`src/rtl/toy_bus_periph_regfile_slave_if.sv`:
```
// ToyBus peripheral request/ack channel: master drives requests, slave returns read acks.
interface toy_bus_periph_regfile_slave_if;
    logic        req_vld;
    logic        req_rdy;
    logic [31:0] req_addr;
    logic [31:0] req_data;
    logic [3:0]  req_strb;
    logic        req_opcode;
    logic        ack_vld;
    logic        ack_rdy;
    logic [31:0] ack_data;

    modport master (
        output req_vld, req_addr, req_data, req_strb, req_opcode, ack_rdy,
        input  req_rdy, ack_vld, ack_data
    );

    modport slave (
        input  req_vld, req_addr, req_data, req_strb, req_opcode, ack_rdy,
        output req_rdy, ack_vld, ack_data
    );
endinterface

```
`src/rtl/toy_bus_periph_regfile_slave.sv`:
```
// ToyBus register-file responder: byte-strobed posted writes, reads acked after RD_LATENCY.
// Define TOY_BUS_REGFILE_WR_ACK_EN to make writes also return a (zero-data) ack.
module toy_bus_periph_regfile_slave #(
    parameter logic [31:0] BASE_ADDR  = 32'h0000_1000,
    parameter int unsigned NUM_REGS   = 8,
    parameter int unsigned RD_LATENCY = 1
) (
    input  logic                       clk,
    input  logic                       rst_n,
    toy_bus_periph_regfile_slave_if.slave in0,
    output logic [NUM_REGS*32-1:0]     reg_q,
    output logic                       err_sticky,
    input  logic                       err_clr
);
    localparam int unsigned AW = $clog2(NUM_REGS);

    typedef enum logic [1:0] {StIdle, StWait, StAck} state_e;

    state_e                     state_q, state_d;
    logic [1:0]                 cnt_q, cnt_d;
    logic [31:0]                rdata_q, rdata_d;
    logic [NUM_REGS-1:0][31:0]  regs_q, regs_d;
    logic                       err_q, err_d;

    logic          req_acc;
    logic          hit;
    logic          resp_start;
    logic [AW-1:0] idx;
    logic          unused_addr_lo;

    assign req_acc        = in0.req_vld && (state_q == StIdle);
    assign hit            = (in0.req_addr[31:AW+2] == BASE_ADDR[31:AW+2]);
    assign idx            = in0.req_addr[AW+1:2];
    assign unused_addr_lo = ^in0.req_addr[1:0];

`ifdef TOY_BUS_REGFILE_WR_ACK_EN
    assign resp_start = req_acc;
`else
    assign resp_start = req_acc && !in0.req_opcode;
`endif

    always_comb begin
        state_d = state_q;
        cnt_d   = cnt_q;
        rdata_d = rdata_q;
        regs_d  = regs_q;
        err_d   = err_q;

        // Clear first so a simultaneous miss re-sets the flag.
        if (err_clr) begin
            err_d = 1'b0;
        end

        unique case (state_q)
            StIdle: begin
                if (req_acc) begin
                    if (!hit) begin
                        err_d = 1'b1;
                    end
                    if (in0.req_opcode && hit) begin
                        for (int b = 0; b < 4; b++) begin
                            if (in0.req_strb[b]) begin
                                regs_d[idx][8*b +: 8] = in0.req_data[8*b +: 8];
                            end
                        end
                    end
                    rdata_d = (hit && !in0.req_opcode) ? regs_q[idx] : 32'h0;
                end
                if (resp_start) begin
                    if (RD_LATENCY == 1) begin
                        state_d = StAck;
                    end else begin
                        state_d = StWait;
                        cnt_d   = 2'(RD_LATENCY - 2);
                    end
                end
            end
            StWait: begin
                if (cnt_q == 2'd0) begin
                    state_d = StAck;
                end else begin
                    cnt_d = cnt_q - 2'd1;
                end
            end
            StAck: begin
                if (in0.ack_rdy) begin
                    state_d = StIdle;
                end
            end
            default: state_d = StIdle;
        endcase
    end

    always_ff @(posedge clk or negedge rst_n) begin
        if (!rst_n) begin
            state_q <= StIdle;
            cnt_q   <= 2'd0;
            rdata_q <= 32'h0;
            regs_q  <= '0;
            err_q   <= 1'b0;
        end else begin
            state_q <= state_d;
            cnt_q   <= cnt_d;
            rdata_q <= rdata_d;
            regs_q  <= regs_d;
            err_q   <= err_d;
        end
    end

    assign in0.req_rdy  = (state_q == StIdle);
    assign in0.ack_vld  = (state_q == StAck);
    assign in0.ack_data = (state_q == StAck) ? rdata_q : 32'h0;
    assign reg_q        = regs_q;
    assign err_sticky   = err_q;
endmodule

```
`src/flat_wrapper.sv`:
```
// flat-port wrapper written by rule: the top's interface ports become plain ports
module toy_bus_periph_regfile_slave_flat 
#(
    parameter logic [31:0] BASE_ADDR  = 32'h0000_1000,
    parameter int unsigned NUM_REGS   = 8,
    parameter int unsigned RD_LATENCY = 1
)
  (clk, rst_n, reg_q, err_sticky, err_clr, in0_req_vld, in0_req_addr, in0_req_data, in0_req_strb, in0_req_opcode, in0_ack_rdy, in0_req_rdy, in0_ack_vld, in0_ack_data);
  toy_bus_periph_regfile_slave_if in0_i ();
  input  logic clk;
  input  logic rst_n;
  output logic [NUM_REGS*32-1:0] reg_q;
  output logic err_sticky;
  input  logic err_clr;
  input wire logic [$bits(in0_i.req_vld)-1:0] in0_req_vld;
  input wire logic [$bits(in0_i.req_addr)-1:0] in0_req_addr;
  input wire logic [$bits(in0_i.req_data)-1:0] in0_req_data;
  input wire logic [$bits(in0_i.req_strb)-1:0] in0_req_strb;
  input wire logic [$bits(in0_i.req_opcode)-1:0] in0_req_opcode;
  input wire logic [$bits(in0_i.ack_rdy)-1:0] in0_ack_rdy;
  output wire logic [$bits(in0_i.req_rdy)-1:0] in0_req_rdy;
  output wire logic [$bits(in0_i.ack_vld)-1:0] in0_ack_vld;
  output wire logic [$bits(in0_i.ack_data)-1:0] in0_ack_data;
  assign in0_i.req_vld = in0_req_vld;
  assign in0_i.req_addr = in0_req_addr;
  assign in0_i.req_data = in0_req_data;
  assign in0_i.req_strb = in0_req_strb;
  assign in0_i.req_opcode = in0_req_opcode;
  assign in0_i.ack_rdy = in0_ack_rdy;
  assign in0_req_rdy = in0_i.req_rdy;
  assign in0_ack_vld = in0_i.ack_vld;
  assign in0_ack_data = in0_i.ack_data;
  toy_bus_periph_regfile_slave #(.BASE_ADDR(BASE_ADDR), .NUM_REGS(NUM_REGS), .RD_LATENCY(RD_LATENCY)) u_core (.clk(clk), .rst_n(rst_n), .in0(in0_i), .reg_q(reg_q), .err_sticky(err_sticky), .err_clr(err_clr));
endmodule
```
`config.mk`:
```
export PLATFORM = sky130hd
export DESIGN_NAME = toy_bus_periph_regfile_slave_flat
export DESIGN_NICKNAME = d
export VERILOG_FILES = /design/src/rtl/toy_bus_periph_regfile_slave_if.sv /design/src/rtl/toy_bus_periph_regfile_slave.sv /design/src/flat_wrapper.sv
export SDC_FILE = /design/constraint.sdc
export NUM_CORES = 1
export LEC_CHECK = 0
export CAP_MARGIN = 15
export CORE_MARGIN = 4
export CORE_UTILIZATION = 53
export DETAILED_ROUTE_END_ITERATION = 8
export GPL_TIMING_DRIVEN = 0
export PLACE_DENSITY = 0.9
export SKIP_CTS_REPAIR_TIMING = 1
export SLEW_MARGIN = 40
export SYNTH_ARGS = -nofsm -noshare
export SYNTH_HDL_FRONTEND = slang
export SYNTH_SLANG_ARGS = --single-unit
export TNS_END_PERCENT = 50
```
`constraint.sdc`:
```
create_clock -name clk -period 5.5 [get_ports clk]
set_clock_uncertainty 0.2 [all_clocks]
set_input_delay 0.55 -clock clk [delete_from_list [all_inputs] [get_ports clk]]
set_output_delay 0.55 -clock clk [all_outputs]
set_load 0.01 [all_outputs]
```
---- Yosys cells after proc, flatten, opt, wreduce, memory -nomap -nowiden ----
Cells that the tools add are included.
storage, ports and cells
  register bits ........................... 293
  output and inout bits ................... 291
cells by class
  add/sub/neg operators ................... 1
  order comparisons ....................... 2
  eq/ne operators ......................... 6
  mux-type cells .......................... 37
  bitwise operators ....................... 1
  reductions and logical operators ........ 12
operators with widths
  cell                                                                      count
  256-bit 2-to-1 mux                                                        13
  256-bit bitwise mux                                                       4
  32-bit demux with 3-bit select                                            4
  32-bit 2-to-1 mux                                                         4
  32-bit binary-select mux with 3-bit select                                1
  27-bit by 8-bit equality test with 1-bit output (second input constant)   1
  24-bit 2-to-1 mux                                                         1
  16-bit 2-to-1 mux                                                         1
  8-bit 2-to-1 mux                                                          1
  2-bit 2-to-1 mux                                                          3
  2-bit case mux with 3 select lines                                        1
  3-bit AND reduction                                                       2
  1-bit logical AND                                                         5
  2-bit logical NOT                                                         2
  3-bit by 4-bit < comparator with 1-bit output (second input constant)     1
  1-bit 2-to-1 mux                                                          4
  2-bit by 1-bit inequality test with 1-bit output (second input constant)  2
  2-bit AND reduction                                                       2
  3-bit by 1-bit >= comparator with 1-bit output (second input constant)    1
  2-bit by 1-bit equality test with 1-bit output (second input constant)    1
  2-bit equality test (second input constant)                               1
  2-bit inequality test (second input constant)                             1
  2-bit by 1-bit subtractor with 2-bit output (second input constant)       1
  1-bit logical NOT                                                         1
  1-bit NOT                                                                 1

---- Logic depth before layout (Yosys ltp) ----
Gate-level depths: netlist of the first run.
  word-level depth ........................ 21
  depth in mapped cells ................... 8
  depth with buffers taken out ............ 4

---- Least setup slack after synthesis of the first run ----
Ideal clock, no wire load.
  path kind ............................... input-to-reg
  start ................................... input in0_req_addr[15]
  end ..................................... register u_core.regs_q, in the netlist u_core.reg_q[184]
  setup time .............................. 0.125 ns
  arrival time ............................ 2.273 ns
  required time ........................... 5.175 ns
  path slack .............................. 2.902 ns
  stages .................................. 5
  path buffers ............................ 1
  path through ............................ nor4_1 -> nand4_1 -> buf_2 -> nor4_4 -> mux2_4
between the ends
  cells in the longest elaborated chain, start to end .. 3
ends and longest elaborated chain
  item                                             line                                 text
  start, declared                                  flat_wrapper.sv:16                   input wire logic [$bits(in0_i.req_addr)-1:0] in0_req_addr;
  27-bit by 8-bit equality test with 1-bit output  toy_bus_periph_regfile_slave.sv:32   assign hit = (in0.req_addr[31:AW+2] == BASE_ADDR[31:AW+2]);
  1-bit logical AND                                toy_bus_periph_regfile_slave.sv:60   if (in0.req_opcode && hit) begin
  3-bit AND reduction (no source line)             --
  end signal, assigned                             toy_bus_periph_regfile_slave.sv:105  regs_q <= regs_d;
  end, declared                                    toy_bus_periph_regfile_slave.sv:22   logic [NUM_REGS-1:0][31:0] regs_q, regs_d;
No other way between the ends.
A chain may end at the register's enable or synchronous reset.

---- Final worst setup path of the first run ----
  start ................................... register u_core.state_q[1]
  end ..................................... output in0_ack_data[23]
between the ends
  cells in the longest elaborated chain, start to end .. 2
ends and longest elaborated chain
  item                    line                                 text
  start, declared         toy_bus_periph_regfile_slave.sv:19   state_e state_q, state_d;
  start signal, assigned  toy_bus_periph_regfile_slave.sv:96   state_q <= StIdle;
  start signal, assigned  toy_bus_periph_regfile_slave.sv:102  state_q <= state_d;
  2-bit equality test     toy_bus_periph_regfile_slave.sv:112  assign in0.ack_data = (state_q == StAck) ? rdata_q : 32'h0;
  32-bit 2-to-1 mux       toy_bus_periph_regfile_slave.sv:112
  end, declared           flat_wrapper.sv:23                   output wire logic [$bits(in0_i.ack_data)-1:0] in0_ack_data;
No other way between the ends.

==> flow_metrics.tcl, run 1 <==
set metrics [dict create \
    syn_area_per_cell_um2 14.88 \
    worst_slew_pin_slew_ns 0.9367 \
    die_area_um2 29130 \
    synthDominantCellAreaShare_pct 51.73 \
    fmax_ghz 0.2837 \
    ff2ff_path_depth 5 \
    cts_max_path_buffers 3 \
    hold_path_class "in -> async" \
    clock_latency_ns 0.55 \
    arrival_ns 2.78 \
    clk_pin_slew_ns 0.06 \
    cts-buffers-inserted 30 \
    synth_area_leaders "dfrtp_1 (52%), mux2_4 (15%), mux2_2 (10%), nor4_4 (3.5%), mux4_2 (2.9%)" \
    critPathSlowestCell "clkbuf_1" \
    placement.io_buffers 361 \
    wirelength_um 52980 \
    power_density_nw_per_um2 237.6 \
    track_usage_pct 35.70 \
    synthTopCellsByCount "dfrtp_1 (290), mux2_4 (144), mux2_2 (130)" \
    core-area_um2 26060 \
    synth-edff-count 0 \
    pin_count 365 \
    slew_violations 0 \
    grt_max_degree 73 \
    ys.flop_type "dfrtp_1" \
    worstSetupPathType "reg -> out" \
    synthArstFlopShare_pct 100.0 \
    die_h_um 170.7 \
    cts-root-buf "clkbuf_16" \
    cts_tree "done" \
    syn_nets 1017 \
    start_kind "flop" \
    syn_area_um2 14030 \
    finalHoldViolations 0 \
    drv_cap 0 \
    drtIter0Drc 1094 \
    yosys.cell_types.count 57 \
    num_vias 10954 \
    fin_nets 1434 \
    ys_warn_count 0 \
    ys_seq_elements 290 \
    area_growth_syn_to_layout_pct 38.40 \
    grt_pass1_wl_um 76860 \
    clock_sinks 290 \
    end_kind "output pin" \
    syn_inst 943 \
    synth_most_common_cell "dfrtp_1" \
    slew_headroom_pct 37.55 \
    drtPass1Iterations 5 \
    drt-wirelength-per-cell_um 30.80 \
    antenna_left 0 \
    r2r_start "u_core.state_q[1]" \
    post_drt_via_cell_ratio 6.369 \
    grt_pass1_vias 11539 \
    regToRegSetupSlack_ns 2.32 \
    rows 59 \
    p_leak_nw 8.913 \
    grt_overflow 0 \
    required_ns 4.75 \
    finalCritPeriodShare_pct 64.10 \
    path_cells "clkbuf_1 > and2_1 > clkdlybuf4s50_1" \
    r2r_end "u_core.reg_q[148]" \
    synth_top_area_cell "dfrtp_1" \
    antenna_found_initial 2 \
    drc_errors 0 \
    drive_gt1_share_pct 32.23 \
    yosysSeqAreaShare_pct 51.73 \
    initial_core_util_pct 53.83 \
    hold_ws_ns 0.2236 \
    setup_viol 0 \
    p_total_mw 4.612 \
    die_w_um 170.7 \
    period_needed_ns 3.525 \
    status "complete, no violations" \
    ir_worst_vdd_v 0.0002896 \
    slowest_delay_ns 0.74 \
    htree_levels 1 \
    tns_ns 0 \
    grt_setup_unrepaired "no" \
    critPathMaxFanout 10 \
    dpl.hpwl_um 36940 \
    gp_congestion 0.8776 \
]
per-stage QoR:
step	cells	worst slack [ns]	util, %	cell area [µm²]
after floorplan	943	2.902	-	14030
after global placement	1639	-8.423	69.30	18060
after detailed placement	1662	1.593	70.45	18360
after CTS	1718	2.077	74.42	19390
after global routing	1720	2.028	74.50	19410
final	1720	1.975	74.50	19410
report_power, final:
part,internal [mW],switching [mW],total [mW]
logic,0.112,0.236,0.348
registers,2.13,0.00393,2.14
clock network,1.25,0.872,2.13
total,3.50,1.11,4.61
logic make-up (layout without fill, tap and decap cells):
logic type,count (synthesis),count (layout),share of synthesized area [%]
mux,313,313,30.27
flops,290,290,51.73
simple gates,154,154,9.598
compound gates,125,125,6.529
buf+inv,61,502,1.864
other cells,0,1,0
layout make-up:
class / instances / area, µm²
clock buffer: 42 / 877.1
inverter: 7 / 26.28
sequential: 290 / 7257
buffer: 54 / 260.3
multi-input combinational: 592 / 6509
fill: 1577 / 6645
timing repair buffer: 385 / 3904
clock inverter: 14 / 158.9
tap: 335 / 419.2
antenna: 1 / 2.502
cell usage in the layout, fill, tap and decap left out, types with 7 or more instances in the layout:
cell type / synthesis / layout
o21ai_0: 13 / 13
nor2_1: 15 / 15
o22ai_1: 42 / 42
mux4_2: 18 / 18
o221ai_1: 17 / 17
nor3_4: 7 / 7
and2_1: 33 / 33
o31ai_1: 8 / 8
buf_6: 2 / 8
nand2_1: 19 / 19
a22o_1: 14 / 14
clkbuf_1: 37 / 25
clkbuf_16: 0 / 31
buf_4: 1 / 14
clkdlybuf4s50_1: 0 / 360
clkbuf_2: 0 / 17
mux2_4: 144 / 144
mux2_2: 130 / 130
mux2i_1: 17 / 17
dfrtp_1: 290 / 290
nor3_1: 9 / 9
a32o_1: 8 / 8
nor4_4: 23 / 23
buf_2: 11 / 14
worst max-delay path, delay by kind of cell (launching register included):
kind | cells | cell delay (ns)
and+or+nand+nor | 1 | 0.29
buffers and inverters | 2 | 1.31
DFF | 1 | 0.62
worst max path at each step:
| stage | startpoint | endpoint | slack [ns] |
|---|---|---|---|
| after CTS | u_core.state_q[1] | in0_ack_data[23] | 2.08 |
| after detailed placement | in0_req_addr[4] | u_core.rdata_q[19] | 1.59 |
| after floorplan | in0_req_addr[15] | u_core.reg_q[184] | 2.90 |
| final | u_core.state_q[1] | in0_ack_data[23] | 1.97 |
| after global routing | u_core.state_q[1] | in0_ack_data[23] | 2.03 |
| after global placement | rst_n | u_core.reg_q[131] | -8.42 |
state kept, by name (all words and copies together), names as in the netlist:
| name | count |
|---|---|
| u_core.reg_q | 256 |
| u_core.state_q | 1 |
| u_core.rdata_q | 32 |
| u_core.err_sticky | 1 |
per-layer routing:
layer	vias to the layer above	part of all wire, %	global-route usage [%]
met5	-	0.011	0
met4	2	5.4	16.18
met3	168	9.2	8.364
met2	729	46	56.22
met1	5622	39	47.49
li1	4433	-	-
No activity file was read; power rests on OpenSTA's default activity.
==> inputs of run 2 (changes only) <==
--- a/config.mk
+++ b/config.mk
@@ -7,10 +7,10 @@
 export LEC_CHECK = 0
 export CAP_MARGIN = 15
 export CORE_MARGIN = 4
-export CORE_UTILIZATION = 53
+export CORE_UTILIZATION = 45
 export DETAILED_ROUTE_END_ITERATION = 8
 export GPL_TIMING_DRIVEN = 0
-export PLACE_DENSITY = 0.9
+export PLACE_DENSITY = 0.82
 export SKIP_CTS_REPAIR_TIMING = 1
 export SLEW_MARGIN = 40
 export SYNTH_ARGS = -nofsm -noshare
==> constraint.sdc (replaced) <==
create_clock -name clk -period 3.1 [get_ports clk]
set_clock_uncertainty 0.2 [all_clocks]
set_input_delay 0.31 -clock clk [delete_from_list [all_inputs] [get_ports clk]]
set_output_delay 0.31 -clock clk [all_outputs]
set_load 0.01 [all_outputs]
==> flow_metrics.tcl, run 2 (synthesis results as in run 1) <==
set metrics [dict create \
    status "complete, no violations" \
    drtPass1Iterations 5 \
    drt-wirelength-per-cell_um 30.11 \
    die_w_um 184.6 \
    rows 64 \
    start_kind "input pin" \
    cts_tree "done" \
    grt_use_met1_pct 41.39 \
    drive_gt1_share_pct 32.97 \
    critPathMaxFanout 9 \
    p_total_mw 8.042 \
    dpl.hpwl_um 38320 \
    antenna_found_initial 4 \
    clock_latency_ns 0.57 \
    grt_pass1_wl_um 77580 \
    area_growth_syn_to_layout_pct 39.19 \
    drtIter0Drc 816 \
    hold_path_class "in -> reg" \
    setup_viol 0 \
    antenna_left 0 \
    fin_nets 1444 \
    grt_overflow 0 \
    worstSetupPathType "in -> reg" \
    initial_core_util_pct 45.74 \
    pin_count 365 \
    largest_reg_flops 256 \
    p_leak_nw 8.959 \
    cts_max_path_buffers 3 \
    final_cell_mix "clkdlybuf4s50_1 (360), dfrtp_1 (290), mux2_4 (144)" \
    gp_congestion 0.8200 \
    cts-buffers-inserted 31 \
    finalCritPeriodShare_pct 97.50 \
    die_area_um2 34060 \
    drv_cap 0 \
    clk_pin_slew_ns 0.06 \
    num_vias 10702 \
    grtUsageMet3_pct 6.690 \
    drc_errors 0 \
    busiest_layer "met2" \
    postLayoutCellArea_um2 19530 \
    slew_violations 0 \
    ir_worst_vdd_v 0.0004404 \
    fmax_ghz 0.3308 \
    htree_levels 1 \
    core-area_um2 30670 \
    grt_util_met2_pct 51.10 \
    postPlaceCellArea_um2 18470 \
    arrival_ns 3.27 \
    die_h_um 184.6 \
    n_fill_cell 2299 \
    fin_cells 1789 \
    final_common_cell "clkdlybuf4s50_1" \
    grt_setup_unrepaired "yes" \
    power_density_nw_per_um2 411.9 \
    end_kind "flop" \
    cts-root-buf "clkbuf_16" \
    wirelength_um 53860 \
    track_usage_pct 31.01 \
    place_ws_ns -0.6149 \
    post_drt_via_cell_ratio 5.982 \
    worst_slew_pin_slew_ns 0.9971 \
    grt_pass1_vias 11291 \
    placement.io_buffers 361 \
    setup_ws_ns 0.07746 \
    hold_ws_ns 0.06101 \
    required_ns 3.35 \
    grt_max_degree 76 \
    finalHoldViolations 0 \
    clock_sinks 290 \
    period_needed_ns 3.023 \
    slew_headroom_pct 33.53 \
    dp.cells 1727 \
]
## run 2: cell types whose count changed in the layout (fill, tap and decap cells not counted), sizes merged
cell      before  now
buf           41   49
clkbuf        79   82
clkinv         7   10
clkinvlp       4    1
bufinv         3    1
inv            7    6
## run 2: where the power goes
| part | leakage [nW] | switching (mW) | internal [mW] |
|---|---|---|---|
| registers | 4.05 | 0.00643 | 3.79 |
| logic | 4.41 | 0.418 | 0.198 |
| clock network | 0.495 | 1.54 | 2.10 |
| total | 8.96 | 1.96 | 6.08 |
## run 2: worst max-delay path: stages
cell and delay, ns:
clkdlybuf4s50_1 0.48, or3b_1 0.37, clkbuf_1 0.43, nor3_2 0.39, nand4_1 0.73, mux2_2 0.55
## run 2: final cells by class
class / instances / area [µm²] / area share [%]
Antenna cell: 1 / 2.502 / 0.01282
Buffer: 54 / 266.5 / 1.365
Clock buffer: 44 / 904.6 / 4.633
Clock inverter: 11 / 86.33 / 0.4422
Inverter: 7 / 26.28 / 0.1346
Multi-Input combinational cell: 592 / 6516 / 33.37
Sequential cell: 290 / 7257 / 37.17
Tap cell: 396 / 495.5 / 2.538
Timing Repair Buffer: 394 / 3970 / 20.33
## run 2: worst paths after layout
path                                     from                  to  slack (ns)  cells past startpoint
max in group asynchronous               rst_n   u_core.rdata_q[4]        1.41                      4
setup reg to reg            u_core.state_q[1]   u_core.reg_q[131]        0.09                      5
hold reg to reg            u_core.rdata_q[20]  u_core.rdata_q[20]        0.27                      2
min in group asynchronous               rst_n    u_core.reg_q[58]        0.12                      2
setup / recovery              in0_req_addr[2]   u_core.reg_q[131]        0.08                      6
hold / removal                 in0_req_opcode   u_core.state_q[1]        0.06                      2
## run 2: through the flow
| stage | utilization [%] | TNS, ns |
|---|---|---|
| after global placement | 59.13 | -3197.29 |
| final | 63.66 | 0 |
| after floorplan | - | 0 |
| after detailed placement | 60.22 | -71.42 |
| after CTS | 63.45 | -2.329 |
| after global routing | 63.66 | -0.1168 |
## run 2: metal layers
| metal | part of all wire [%] | up-vias |
|---|---|---|
| met5 | 0.082 | - |
| met4 | 3.4 | 6 |
| met3 | 8.4 | 107 |
| met2 | 47 | 596 |
| met1 | 41 | 5546 |
| li1 | - | 4447 |
==> inputs of run 3 (changes only) <==
==> constraint.sdc (replaced) <==
create_clock -name clk -period 3.1 [get_ports clk]
set_clock_uncertainty 0.2 [all_clocks]
set_input_delay 0.31 -clock clk [delete_from_list [all_inputs] [get_ports clk]]
set_output_delay 0.31 -clock clk [all_outputs]
set_load 0.05 [all_outputs]
==> flow_metrics.tcl, run 3 (synthesis results as in run 1) <==
set metrics [dict create \
    period_needed_ns 3.034 \
    die_w_um 184.6 \
    drt-wirelength-per-cell_um 30.18 \
    clk_pin_slew_ns 0.06 \
    regToRegSetupSlack_ns 0.07 \
    worstSetupPathType "in -> reg" \
    ir_worst_vdd_v 0.0004419 \
    power_density_nw_per_um2 411.4 \
    clock_latency_ns 0.56 \
    finalCritPeriodShare_pct 97.86 \
    dr_wl_met3_um 4568 \
    critical_path.top_delay_family "simple AND/OR/NAND/NOR gates" \
    worst_slew_pin_slew_ns 0.9682 \
    drtPass1Iterations 5 \
    cts-root-buf "clkbuf_16" \
    die_area_um2 34060 \
    seq_power_share_pct 47.1 \
    cts_max_path_buffers 3 \
    finalHoldViolations 0 \
    p_int_mw 6.083 \
    place_ws_ns -0.6149 \
    fmax_ghz 0.3296 \
    track_usage_pct 31.01 \
    status "complete, no violations" \
    p_clk_share_pct 45.1 \
    path_buf_inv 2 \
    met2_wirelength_um 25390 \
    swShare_pct 24.54 \
    fin_util_pct 63.89 \
    cts_tree "done" \
    hold_end "u_core.state_q[1]" \
    min_path_cells 2 \
    grt_pass1_wl_um 77580 \
    htree_levels 1 \
    die_h_um 184.6 \
    final_cell_mix "clkdlybuf4s50_1 (330), dfrtp_1 (290), mux2_4 (144)" \
    drc_errors 0 \
    start_kind "input pin" \
    post_drt_via_cell_ratio 6.039 \
    path_cells "clkdlybuf4s50_1 > or3b_1 > clkbuf_1 > nor3_2 > nand4_1 > mux2_2" \
    drv_cap 0 \
    antenna_found_initial 4 \
    p_total_mw 8.060 \
    dpl.hpwl_um 38320 \
    ff2ff_path_depth 5 \
    grt_pass1_vias 11291 \
    tns_ns 0 \
    drtIter0Drc 777 \
    setup_viol 0 \
    drive_gt1_share_pct 32.93 \
    slowest_delay_ns 0.74 \
    end_kind "flop" \
    r2r_start "u_core.state_q[1]" \
    hold_path_class "in -> reg" \
    critPathMaxFanout 9 \
    arrival_ns 3.28 \
    antenna_left 0 \
    gp_congestion 0.8200 \
    slew_violations 0 \
    power_switching_mw 1.978 \
    core-area_um2 30670 \
    hold_ws_ns 0.06383 \
    setup_ws_ns 0.06623 \
    placement.io_buffers 361 \
    p_leak_nw 9.518 \
    grt_overflow 0 \
    pwr-share-comb_pct 7.8 \
    highest_layer "met5" \
    r2r_end "u_core.reg_q[147]" \
    final_common_cell "clkdlybuf4s50_1" \
    cts-buffers-inserted 31 \
    critPathSlowestCell "nand4_1" \
    pin_count 365 \
    clock_sinks 290 \
    met1_length_um 21830 \
    fin_nets 1443 \
    initial_core_util_pct 45.74 \
    n_fill_cell 2286 \
    hold_start "in0_req_opcode" \
    wirelength_um 53960 \
    required_ns 3.34 \
    slew_headroom_pct 35.45 \
    num_vias 10798 \
    area_growth_syn_to_layout_pct 39.69 \
    largest_reg_flops 256 \
    grt_max_degree 76 \
    grt_setup_unrepaired "yes" \
    rows 64 \
]
-- run 3: worst register-to-register path, cell delays in order, from the launching register on --
cell and delay (ns):
dfrtp_1 0.53, nand2b_1 0.22, clkbuf_1 0.29, nor3_2 0.38, nand4_1 0.74, mux2_2 0.56
-- run 3: power groups by stage --
stage          clock network, mW  registers [mW]  logic [mW]
2_1_floorplan                  0            3.87       0.208
3_3_place_gp                   0            3.87       0.594
3_5_place_dp                   0            3.86       0.619
4_1_cts                     3.66            3.79       0.622
5_1_grt                     3.81            3.79       0.665
6_report                    3.63            3.79       0.633
-- run 3: routing by layer --
metal | vias up | GRT usage (%)
met5 | - | 0
met4 | 6 | 9.613
met3 | 130 | 6.690
met2 | 617 | 51.10
met1 | 5598 | 41.39
li1 | 4447 | -
-- run 3: through the flow --
stage,instance area (µm²),std cells
5_1_grt,19600,1788
3_5_place_dp,18470,1727
4_1_cts,19460,1782
6_report,19600,1788
2_1_floorplan,14030,943
3_3_place_gp,18140,1700
-- run 3: worst max path at each step --
stage	slack (ns)	startpoint	endpoint	cells past startpoint
floorplan	0.50	u_core.state_q[1]	u_core.reg_q[184]	5
global placement	-10.68	rst_n	u_core.reg_q[195]	1
finish	0.07	in0_req_addr[2]	u_core.reg_q[147]	6
global route	-0.03	u_core.state_q[1]	u_core.reg_q[205]	6
CTS	-0.39	u_core.state_q[1]	in0_ack_data[30]	3
detailed placement	-0.61	in0_req_addr[2]	u_core.reg_q[175]	6
-- run 3: final cells by class --
class	count	area, µm²	area share, %
well taps	396	495.5	2.529
flip-flops and latches	290	7257	37.03
multi-input cells	592	6516	33.25
clock inverters	11	86.33	0.4406
inverters	7	26.28	0.1341
plain buffers	54	269.0	1.373
diodes	1	2.502	0.01277
repair buffers	393	4038	20.61
clock buffers	44	904.6	4.617
